`src/rtl/pkg_cpu_types.sv`:
```
// Shared CPU pipeline types: branch comparison functions and the branch
// resolution controller state encoding.
package pkg_cpu_types;

    typedef enum logic [2:0] {
        BR_BEQ  = 3'b000,
        BR_BNE  = 3'b001,
        BR_BLT  = 3'b100,
        BR_BGE  = 3'b101,
        BR_BLTU = 3'b110,
        BR_BGEU = 3'b111
    } br_fun_t;

    typedef enum logic [1:0] {
        IDLE     = 2'd0,
        WAIT_OPS = 2'd1,
        EVAL     = 2'd2,
        REDIRECT = 2'd3
    } br_ctrl_state_t;

    localparam logic [31:0] PC_STEP = 32'd4;

endpackage

```
`src/rtl/br_ctrl_if.sv`:
```
// Decode/scoreboard/fetch-facing bundle of the branch resolution controller.
interface br_ctrl_if #(
    parameter int CNT_W = 16
);
    import pkg_cpu_types::*;

    logic             kill;
    logic             in_valid;
    logic             in_ready;
    logic [31:0]      in_pc;
    logic [31:0]      in_imm;
    br_fun_t          in_fun;
    logic             in_uncond;
    logic             in_pred_taken;
    logic [31:0]      rs1_val;
    logic [31:0]      rs2_val;
    logic             rs1_rdy;
    logic             rs2_rdy;
    logic             redir_valid;
    logic             redir_ready;
    logic [31:0]      redir_pc;
    logic             flush;
    logic             busy;
    logic [CNT_W-1:0] stat_br_cnt;
    logic [CNT_W-1:0] stat_mispred_cnt;

    modport master (
        output kill, in_valid, in_pc, in_imm, in_fun, in_uncond, in_pred_taken,
               rs1_val, rs2_val, rs1_rdy, rs2_rdy, redir_ready,
        input  in_ready, redir_valid, redir_pc, flush, busy,
               stat_br_cnt, stat_mispred_cnt
    );

    modport slave (
        input  kill, in_valid, in_pc, in_imm, in_fun, in_uncond, in_pred_taken,
               rs1_val, rs2_val, rs1_rdy, rs2_rdy, redir_ready,
        output in_ready, redir_valid, redir_pc, flush, busy,
               stat_br_cnt, stat_mispred_cnt
    );

endinterface

```
`src/rtl/br_logic.sv`:
```
// Branch condition comparator; purely combinational.
module br_logic
    import pkg_cpu_types::*;
(
    input  br_fun_t     i_fun,
    input  logic [31:0] i_rs1,
    input  logic [31:0] i_rs2,
    output logic        o_taken
);

    logic w_eq;
    logic w_lt;
    logic w_ltu;

    assign w_eq  = (i_rs1 == i_rs2);
    assign w_lt  = ($signed(i_rs1) < $signed(i_rs2));
    assign w_ltu = (i_rs1 < i_rs2);

    always_comb begin
        o_taken = 1'b0;
        case (i_fun)
            BR_BEQ:  o_taken = w_eq;
            BR_BNE:  o_taken = !w_eq;
            BR_BLT:  o_taken = w_lt;
            BR_BGE:  o_taken = !w_lt;
            BR_BLTU: o_taken = w_ltu;
            BR_BGEU: o_taken = !w_ltu;
            default: o_taken = 1'b0;
        endcase
    end

endmodule

```
`src/rtl/br_ctrl.sv`:
```
// Branch resolution controller: waits for operands, resolves the branch,
// redirects fetch and flushes the pipeline on a mispredict.
//
// state    | meaning
// ---------+----------------------------------------------------------
// IDLE     | ready for a new branch
// WAIT_OPS | branch captured, waiting for both operands (or uncond)
// EVAL     | compare captured operands, update statistics
// REDIRECT | mispredict: hold redirect until fetch accepts it
module br_ctrl
    import pkg_cpu_types::*;
#(
    parameter int CNT_W = 16
) (
    input  logic      clk,
    input  logic      rst_n,
    br_ctrl_if.slave  br
);

    br_ctrl_state_t   r_state;
    logic [31:0]      r_pc;
    logic [31:0]      r_imm;
    br_fun_t          r_fun;
    logic             r_uncond;
    logic             r_pred;
    logic [31:0]      r_rs1;
    logic [31:0]      r_rs2;
    logic [31:0]      r_redir_pc;
    logic             r_flush;
    logic [CNT_W-1:0] r_br_cnt;
    logic [CNT_W-1:0] r_mis_cnt;

    logic             w_cmp_taken;
    logic             w_taken;
    logic             w_mispred;
    logic [31:0]      w_target;

    br_logic u_br_logic (
        .i_fun   (r_fun),
        .i_rs1   (r_rs1),
        .i_rs2   (r_rs2),
        .o_taken (w_cmp_taken)
    );

    assign w_taken   = r_uncond | w_cmp_taken;
    assign w_mispred = (w_taken != r_pred);
    // Two's-complement add gives the sign-correct, mod-2^32 target
    assign w_target  = w_taken ? (r_pc + r_imm) : (r_pc + PC_STEP);

    always_ff @(posedge clk or negedge rst_n) begin
        if (!rst_n) begin
            r_state    <= IDLE;
            r_pc       <= '0;
            r_imm      <= '0;
            r_fun      <= BR_BEQ;
            r_uncond   <= 1'b0;
            r_pred     <= 1'b0;
            r_rs1      <= '0;
            r_rs2      <= '0;
            r_redir_pc <= '0;
            r_flush    <= 1'b0;
            r_br_cnt   <= '0;
            r_mis_cnt  <= '0;
        end else begin
            r_flush <= 1'b0;
            if (br.kill) begin
                r_state <= IDLE;
            end else begin
                case (r_state)
                    IDLE: begin
                        if (br.in_valid) begin
                            r_pc     <= br.in_pc;
                            r_imm    <= br.in_imm;
                            r_fun    <= br.in_fun;
                            r_uncond <= br.in_uncond;
                            r_pred   <= br.in_pred_taken;
                            r_state  <= WAIT_OPS;
                        end
                    end
                    WAIT_OPS: begin
                        if (r_uncond || (br.rs1_rdy && br.rs2_rdy)) begin
                            r_rs1   <= br.rs1_val;
                            r_rs2   <= br.rs2_val;
                            r_state <= EVAL;
                        end
                    end
                    EVAL: begin
                        if (r_br_cnt != '1) begin
                            r_br_cnt <= r_br_cnt + CNT_W'(1);
                        end
                        if (w_mispred) begin
                            if (r_mis_cnt != '1) begin
                                r_mis_cnt <= r_mis_cnt + CNT_W'(1);
                            end
                            r_redir_pc <= w_target;
                            r_state    <= REDIRECT;
                        end else begin
                            r_state <= IDLE;
                        end
                    end
                    REDIRECT: begin
                        if (br.redir_ready) begin
                            r_flush <= 1'b1;
                            r_state <= IDLE;
                        end
                    end
                    default: r_state <= IDLE;
                endcase
            end
        end
    end

    // kill gates acceptance combinationally so a squashed request is never taken
    assign br.in_ready         = (r_state == IDLE) && !br.kill;
    assign br.busy             = (r_state != IDLE);
    assign br.redir_valid      = (r_state == REDIRECT);
    assign br.redir_pc         = r_redir_pc;
    assign br.flush            = r_flush;
    assign br.stat_br_cnt      = r_br_cnt;
    assign br.stat_mispred_cnt = r_mis_cnt;

endmodule

```
`src/flat_wrapper.sv`:
```
// flat-port wrapper written by rule: the top's interface ports become plain ports
module br_ctrl_flat import pkg_cpu_types::*;
#(
    parameter int CNT_W = 16
)
  (clk, rst_n, br_kill, br_in_valid, br_in_pc, br_in_imm, br_in_fun, br_in_uncond, br_in_pred_taken, br_rs1_val, br_rs2_val, br_rs1_rdy, br_rs2_rdy, br_redir_ready, br_in_ready, br_redir_valid, br_redir_pc, br_flush, br_busy, br_stat_br_cnt, br_stat_mispred_cnt);
  br_ctrl_if #(.CNT_W(CNT_W)) br_i ();
  input  logic clk;
  input  logic rst_n;
  input wire logic [$bits(br_i.kill)-1:0] br_kill;
  input wire logic [$bits(br_i.in_valid)-1:0] br_in_valid;
  input wire logic [$bits(br_i.in_pc)-1:0] br_in_pc;
  input wire logic [$bits(br_i.in_imm)-1:0] br_in_imm;
  input wire logic [$bits(br_i.in_fun)-1:0] br_in_fun;
  input wire logic [$bits(br_i.in_uncond)-1:0] br_in_uncond;
  input wire logic [$bits(br_i.in_pred_taken)-1:0] br_in_pred_taken;
  input wire logic [$bits(br_i.rs1_val)-1:0] br_rs1_val;
  input wire logic [$bits(br_i.rs2_val)-1:0] br_rs2_val;
  input wire logic [$bits(br_i.rs1_rdy)-1:0] br_rs1_rdy;
  input wire logic [$bits(br_i.rs2_rdy)-1:0] br_rs2_rdy;
  input wire logic [$bits(br_i.redir_ready)-1:0] br_redir_ready;
  output wire logic [$bits(br_i.in_ready)-1:0] br_in_ready;
  output wire logic [$bits(br_i.redir_valid)-1:0] br_redir_valid;
  output wire logic [$bits(br_i.redir_pc)-1:0] br_redir_pc;
  output wire logic [$bits(br_i.flush)-1:0] br_flush;
  output wire logic [$bits(br_i.busy)-1:0] br_busy;
  output wire logic [$bits(br_i.stat_br_cnt)-1:0] br_stat_br_cnt;
  output wire logic [$bits(br_i.stat_mispred_cnt)-1:0] br_stat_mispred_cnt;
  assign br_i.kill = br_kill;
  assign br_i.in_valid = br_in_valid;
  assign br_i.in_pc = br_in_pc;
  assign br_i.in_imm = br_in_imm;
  assign br_i.in_fun = br_in_fun;
  assign br_i.in_uncond = br_in_uncond;
  assign br_i.in_pred_taken = br_in_pred_taken;
  assign br_i.rs1_val = br_rs1_val;
  assign br_i.rs2_val = br_rs2_val;
  assign br_i.rs1_rdy = br_rs1_rdy;
  assign br_i.rs2_rdy = br_rs2_rdy;
  assign br_i.redir_ready = br_redir_ready;
  assign br_in_ready = br_i.in_ready;
  assign br_redir_valid = br_i.redir_valid;
  assign br_redir_pc = br_i.redir_pc;
  assign br_flush = br_i.flush;
  assign br_busy = br_i.busy;
  assign br_stat_br_cnt = br_i.stat_br_cnt;
  assign br_stat_mispred_cnt = br_i.stat_mispred_cnt;
  br_ctrl #(.CNT_W(CNT_W)) u_core (.clk(clk), .rst_n(rst_n), .br(br_i));
endmodule
```
`config.mk`:
```
export PLATFORM = sky130hd
export DESIGN_NAME = br_ctrl_flat
export DESIGN_NICKNAME = d
export VERILOG_FILES = /design/src/rtl/pkg_cpu_types.sv /design/src/rtl/br_ctrl_if.sv /design/src/rtl/br_logic.sv /design/src/rtl/br_ctrl.sv /design/src/flat_wrapper.sv
export SDC_FILE = /design/constraint.sdc
export NUM_CORES = 1
export LEC_CHECK = 0
export CAP_MARGIN = 20
export CORE_MARGIN = 5
export CORE_UTILIZATION = 55
export DETAILED_ROUTE_END_ITERATION = 6
export PLACE_DENSITY_LB_ADDON = 0.25
export SYNTH_ARGS = -nofsm -noshare
export SYNTH_HDL_FRONTEND = slang
export SYNTH_HIERARCHICAL = 1
export SYNTH_SLANG_ARGS = --single-unit
export TNS_END_PERCENT = 10
```
`constraint.sdc`:
```
create_clock -name clk -period 9.9 [get_ports clk]
set_input_delay 0.99 -clock clk [delete_from_list [all_inputs] [get_ports clk]]
set_output_delay 0.99 -clock clk [all_outputs]
set_load 0.01 [all_outputs]
```
==> results of run 1 <==
-- cell families after synthesis --
group           after synthesis  share of synthesized area
simple gates                248                      0.114
flops                       200                      0.454
compound gates              185                      0.115
mux                         139                      0.142
xor+xnor                     85                     0.0675
buf+inv                      74                     0.0310
fa+ha+maj                    67                     0.0767
-- registers in the layout, indices dropped and copies added (netlist names) --
name	cells
u_core/br.flush	1
u_core/br.redir_pc	32
u_core/br.stat_br_cnt	16
u_core/br.stat_mispred_cnt	16
u_core/r_fun	3
u_core/r_imm	32
u_core/r_pc	32
u_core/r_pred	1
u_core/r_rs1	32
u_core/r_rs2	32
u_core/r_state	2
u_core/r_uncond	1
-- final cells by class --
cell class,count,area (um2),area share
diodes,3,7.51,0.000540
clock buffers,17,425,0.0306
clock inverters,15,180,0.0130
inverters,39,146,0.0105
multi-input cells,724,5690,0.409
flip-flops and latches,200,5000,0.360
well taps,265,332,0.0238
repair buffers,213,2120,0.152
-- final timing paths --
kind | startpoint | to | slack (ns) | cells after the start
hold / removal | u_core/br.redir_pc[2]$_DFFE_PN0P_ | u_core/br.redir_pc[2]$_DFFE_PN0P_ | 0.48 | 2
min in group asynchronous | rst_n | u_core/r_rs2[5]$_DFFE_PN0P_ | 0.57 | 1
max in group asynchronous | rst_n | u_core/r_imm[0]$_DFFE_PN0P_ | 7.36 | 3
setup / recovery | u_core/r_rs1[14]$_DFFE_PN0P_ | u_core/br.stat_mispred_cnt[15]$_DFFE_PN0P_ | 5.18 | 17
hold reg to reg | u_core/br.redir_pc[2]$_DFFE_PN0P_ | u_core/br.redir_pc[2]$_DFFE_PN0P_ | 0.48 | 2
setup reg to reg | u_core/r_rs1[14]$_DFFE_PN0P_ | u_core/br.stat_mispred_cnt[15]$_DFFE_PN0P_ | 5.18 | 17
-- cell usage after synthesis (10+ instances only) --
cell type  number  area, um2
buf_2          17       85.1
nand4_1        23        144
xor2_1         38        333
mux2_2        136       1530
dfrtp_1       200       5000
a21o_1         22        165
nor3_1         10       50.1
inv_1          39        146
a21oi_1        57        285
nor2_1         43        161
ha_1           66        826
xnor2_1        47        412
nand2_1        84        315
nand3_1        33        165
o21ai_0        38        190
-- per-stage QoR --
stage | cells | power (uW) | worst slack, ns | area [um2]
2_1_floorplan | 998 | 2960 | 6.21 | 11000
3_3_place_gp | 1441 | 3520 | 5.33 | 13300
3_5_place_dp | 1441 | 3590 | 5.24 | 13300
4_1_cts | 1473 | 4320 | 5.21 | 13900
5_1_grt | 1475 | 4650 | 4.84 | 13900
6_report | 1476 | 4310 | 5.18 | 13900
-- routing by layer --
layer	wire [um]	vias up	share of wire	global-route usage
li1	-	3969	-	-
met1	11400	4010	0.43	0.307
met2	12600	269	0.47	0.393
met4	641	2	0.024	0.0701
met3	1940	48	0.073	0.0645
met5	13	-	0.00049	0
-- report_power, final --
| part | leakage (uW) | internal [uW] | switching, uW | total (uW) |
|---|---|---|---|---|
| clock network | 0.000291 | 364 | 345 | 709 |
| registers | 0.00245 | 1140 | 259 | 1400 |
| logic | 0.00325 | 1070 | 1130 | 2200 |
-- critical path, stage by stage, from the launching register on --
cell and delay, ns:
dfrtp_1 0.38, ha_1 0.33, a21oi_1 0.15, nand2_1 0.08
a221oi_2 0.32, o22ai_1 0.15, or4_1 0.53, a31o_1 0.25
or2_2 0.52, xnor2_1 0.24, or2_1 0.25, buf_4 0.27
nor2_2 0.28, nand4_1 0.20, nor2_2 0.24, nand2_1 0.13
nor3_2 0.14, xor2_1 0.15
==> out/qor.yml, run 1 <==
status: "completed"
cts_setup_buffers: 0
htree_num_levels: 4
areaGrowthSynthToFinish_pct: 26.1
drtPass1Iterations: 5
p_per_area_nw_per_um2: 310
syn-mean-instance-area_um2: 11.1
final_common_cell: "clkdlybuf4s50_1"
die_height_um: 152
arrival_ns: 5.09
cts_buffers: 17
drive_gt1_frac: 0.177
grt_overflow_total: 0
ant_nets: 0
synthCells: 998
vias: 8298
drc_errors: 0
clk_path_buf_depth: 2
peakVddDrop_v: 0.000176
grt_pass1_vias: 8470
final_nets: 1402
cts.sinks: 200
cts.clk_slew.worst_paths_ns: 0.08
grt_max_degree: 86
critical_path.max_fanout: 48
crit_required_ns: 10.27
syn_nets: 1205
leakage_uw: 0.00599
worst_slew_pin_slew_ns: 0.896
startpoint_type: "register"
clock_skew_ns: 0.0138
drv_slew: 0
synth_cell_types: 76
dp_hpwl_um: 19800
grt_pass1_wl_um: 42800
start_util: 0.563
clock.fmax_ghz: 0.212
synth_edf_count: 0
place.gp.congestion: 0.898
cap_violations: 0
hold_class: "reg -> reg"
seq_area_frac_synth: 0.454
std_cell_rows: 51
setup_viol: 0
ys_seq_elements: 200
netlist_area_um2: 11000
clk_latency_ns: 0.44
rsz0062_at_grt: "no"
drt_iter0_drc: 534
dieArea_um2: 23000
tns_ns: 0
finish.utilization: 0.710
routed_via_density: 5.62
final_cell_mix: "clkdlybuf4s50_1 (206), dfrtp_1 (200), mux2_2 (136)"
min_period_over_period: 0.476
ctsResizeCount: 0
hold_buffers: 0
hold_ws_ns: 0.482
core_area_um2: 19600
relSlewSlack: 0.400
antenna_found_initial: 4
port_buffers: 207
die_x_um: 152
detail_route.wl_per_cell_um: 18.0
synth-async-reset-ratio: 1.00
ys.warnings.count: 6
crit_path_end_kind: "register"
worstSetupPathType: "reg -> reg"
totalWireLength_um: 26600
grt_usage: 0.237
num-fill-cells: 1467
finalHoldViolations: 0
ios: 208
cts_tree: "done"
clock-root-buffer: "clkbuf_16"
min_period_ns: 4.72
ys.flop_type: "dfrtp_1"
(Power assumes the default switching activity.)
==> inputs of run 2 (changes only) <==
Settings changed: CORE_UTILIZATION 55 to 48.
Clock period 9.9 ns to 4.2 ns, I/O delays scaled along.
==> out/qor.yml, run 2 (same netlist as run 1, synthesis figures left out) <==
seqPwrFrac: 0.324  # about the same
regToRegSetupSlack_ns: 0.22  # -4.96 ns
hold_buffers: 0  # unchanged
clk_path_buf_depth: 2  # unchanged
finalHoldViolations: 0  # unchanged
grt_overflow_total: 0  # unchanged
final_common_cell: "clkdlybuf4s50_1"
areaGrowthSynthToFinish_pct: 27.1
stdcell_count: 1504  # +1.9%
p_per_area_nw_per_um2: 724  # +130%
grt_usage: 0.206  # -0.0309
worstSetupPathType: "reg -> reg"
cts.sinks: 200  # unchanged
startpoint_type: "register"
antenna_found_initial: 4  # unchanged
arrival_ns: 4.33  # -0.76 ns
drt_iter0_drc: 509  # -4.7%
cts_buffers: 17  # unchanged
hold_class: "in -> async"
grt_pass1_vias: 8034  # -5.1%
leakage_uw: 0.00604  # +0.88%
final_cell_mix: "clkdlybuf4s50_1 (206), dfrtp_1 (200), mux2_2 (136)"
min_period_ns: 3.98  # -0.739 ns
totalWireLength_um: 27000  # +1.6%
intPower_uw: 6050  # +140%
cpLargestDelayFamily: "simple AND/OR/NAND/NOR gates"
clockPowerShare: 0.161  # -0.004
drive_gt1_frac: 0.185  # +0.00758
critical_path.max_fanout: 4  # -92%
p_sw_uw: 4100  # +140%
status: "completed"
core_area_um2: 22600  # +16%
drv_slew: 0  # unchanged
tns_ns: 0  # unchanged
share_comb_of_total_power: 0.515  # +0.004
cts.clk_slew.worst_paths_ns: 0.08  # about the same
clock.fmax_ghz: 0.251  # +19%
grt_pass1_wl_um: 43400  # +1.4%
final_nets: 1412  # +0.71%
ant_nets: 0  # unchanged
crit_required_ns: 4.55  # -5.72 ns
setup_viol: 0  # unchanged
die_x_um: 162  # +6.6%
relSlewSlack: 0.353  # -0.0470
startpoint: "u_core/r_rs1[9]$_DFFE_PN0P_"
clk_latency_ns: 0.43  # about the same
cp_common_cell: "or2_2"
die_height_um: 162  # +6.6%
cp.depth: 16  # -1
routed_via_density: 5.48  # -2.5%
dp_hpwl_um: 20100  # +1.6%
ios: 208  # unchanged
worst_slew_pin_slew_ns: 0.970  # +0.0739 ns
dieArea_um2: 26100  # +14%
htree_num_levels: 4  # unchanged
rsz0062_at_grt: "no"
critPathMaxStageDelay_ns: 0.54  # about the same
crit_path_end_kind: "register"
grt_max_degree: 119  # +38%
r2r_start: "u_core/r_rs1[9]$_DFFE_PN0P_"
r2r_cells: 16  # -1
min_period_over_period: 0.947  # +0.471
reg2reg_to: "u_core/br.stat_mispred_cnt[15]$_DFFE_PN0P_"
cp_slowest_cell: "or4_1"
switching_share: 0.404  # +0.000495
peakVddDrop_v: 0.000342  # +94%
cap_violations: 0  # unchanged
std_cell_rows: 55  # +7.8%
start_util: 0.487  # -0.0759
place.gp.congestion: 0.871  # -3.0%
crit_buf_inv: 0  # -1
placed_cells_incl_taps: 1470  # +2.0%
vias: 8244  # -0.65%
port_buffers: 207  # unchanged
drtPass1Iterations: 5  # unchanged
detail_route.wl_per_cell_um: 18.0  # -0.29%
clock-root-buffer: "clkbuf_16"
crit_chain: "ha_1, a21oi_1, o21ai_0, a221oi_2, o22ai_1, or4_1, a31o_1, or2_2, xnor2_1, or2_2, nor2_2, nand4_1, nor2_4, nand2_1, nor3_2, xor2_1"
clock_skew_ns: 0.0136  # -0.000203 ns
drc_errors: 0  # unchanged
cts_tree: "done"
## run 2: timing repair
action,CTS,global route
setup buffers,0,1
setup endpoints to repair,0,4
resized for setup,0,2
## run 2: final cells by class
class                           count  area, um2
Fill cell                        1882       8620
Multi-Input combinational cell    724       5700
Clock buffer                       18        439
Clock inverter                     14        150
Inverter                           39        146
Antenna cell                        1       2.50
Tap cell                          285        357
Timing Repair Buffer              223       2220
Sequential cell                   200       5000
## run 2: per-layer routing
| layer | GRT usage | vias up | part of all wire |
|---|---|---|---|
| li1 | - | 3998 | - |
| met2 | 0.321 | 234 | 0.46 |
| met5 | 0 | - | 0.0014 |
| met1 | 0.295 | 3991 | 0.46 |
| met3 | 0.0510 | 15 | 0.067 |
| met4 | 0.0450 | 6 | 0.0060 |
## run 2: how the worst max path moves through the flow
stage | to | slack, ns
after floorplan | u_core/br.stat_mispred_cnt[15]$_DFFE_PN0P_ | 0.51
after global placement | u_core/br.stat_mispred_cnt[15]$_DFFE_PN0P_ | 0.28
after detailed placement | u_core/br.stat_mispred_cnt[15]$_DFFE_PN0P_ | 0.20
after CTS | u_core/br.stat_mispred_cnt[15]$_DFFE_PN0P_ | 0.15
after global routing | u_core/br.stat_mispred_cnt[15]$_DFFE_PN0P_ | 0.02
final | u_core/br.stat_mispred_cnt[15]$_DFFE_PN0P_ | 0.22
## run 2: power by group through the flow
stage	Clock [uW]	Sequential, uW	Combinational [uW]
floorplan	0	3220	3760
global placement	0	3290	5110
detailed placement	0	3320	5190
CTS	1680	3290	5230
global route	1760	3400	5770
finish	1640	3290	5220
## run 2: metrics by stage
step	util	setup WS (ns)	cell area, um2	hold slack [ns]	total power [uW]
after floorplan	-	0.508	11000	0.124	6980
after global placement	0.592	0.276	13400	0.464	8400
after detailed placement	0.592	0.196	13400	0.478	8510
after CTS	0.618	0.148	14000	0.151	10200
after global routing	0.619	0.0210	14000	0.190	10900
final	0.619	0.223	14000	0.107	10100
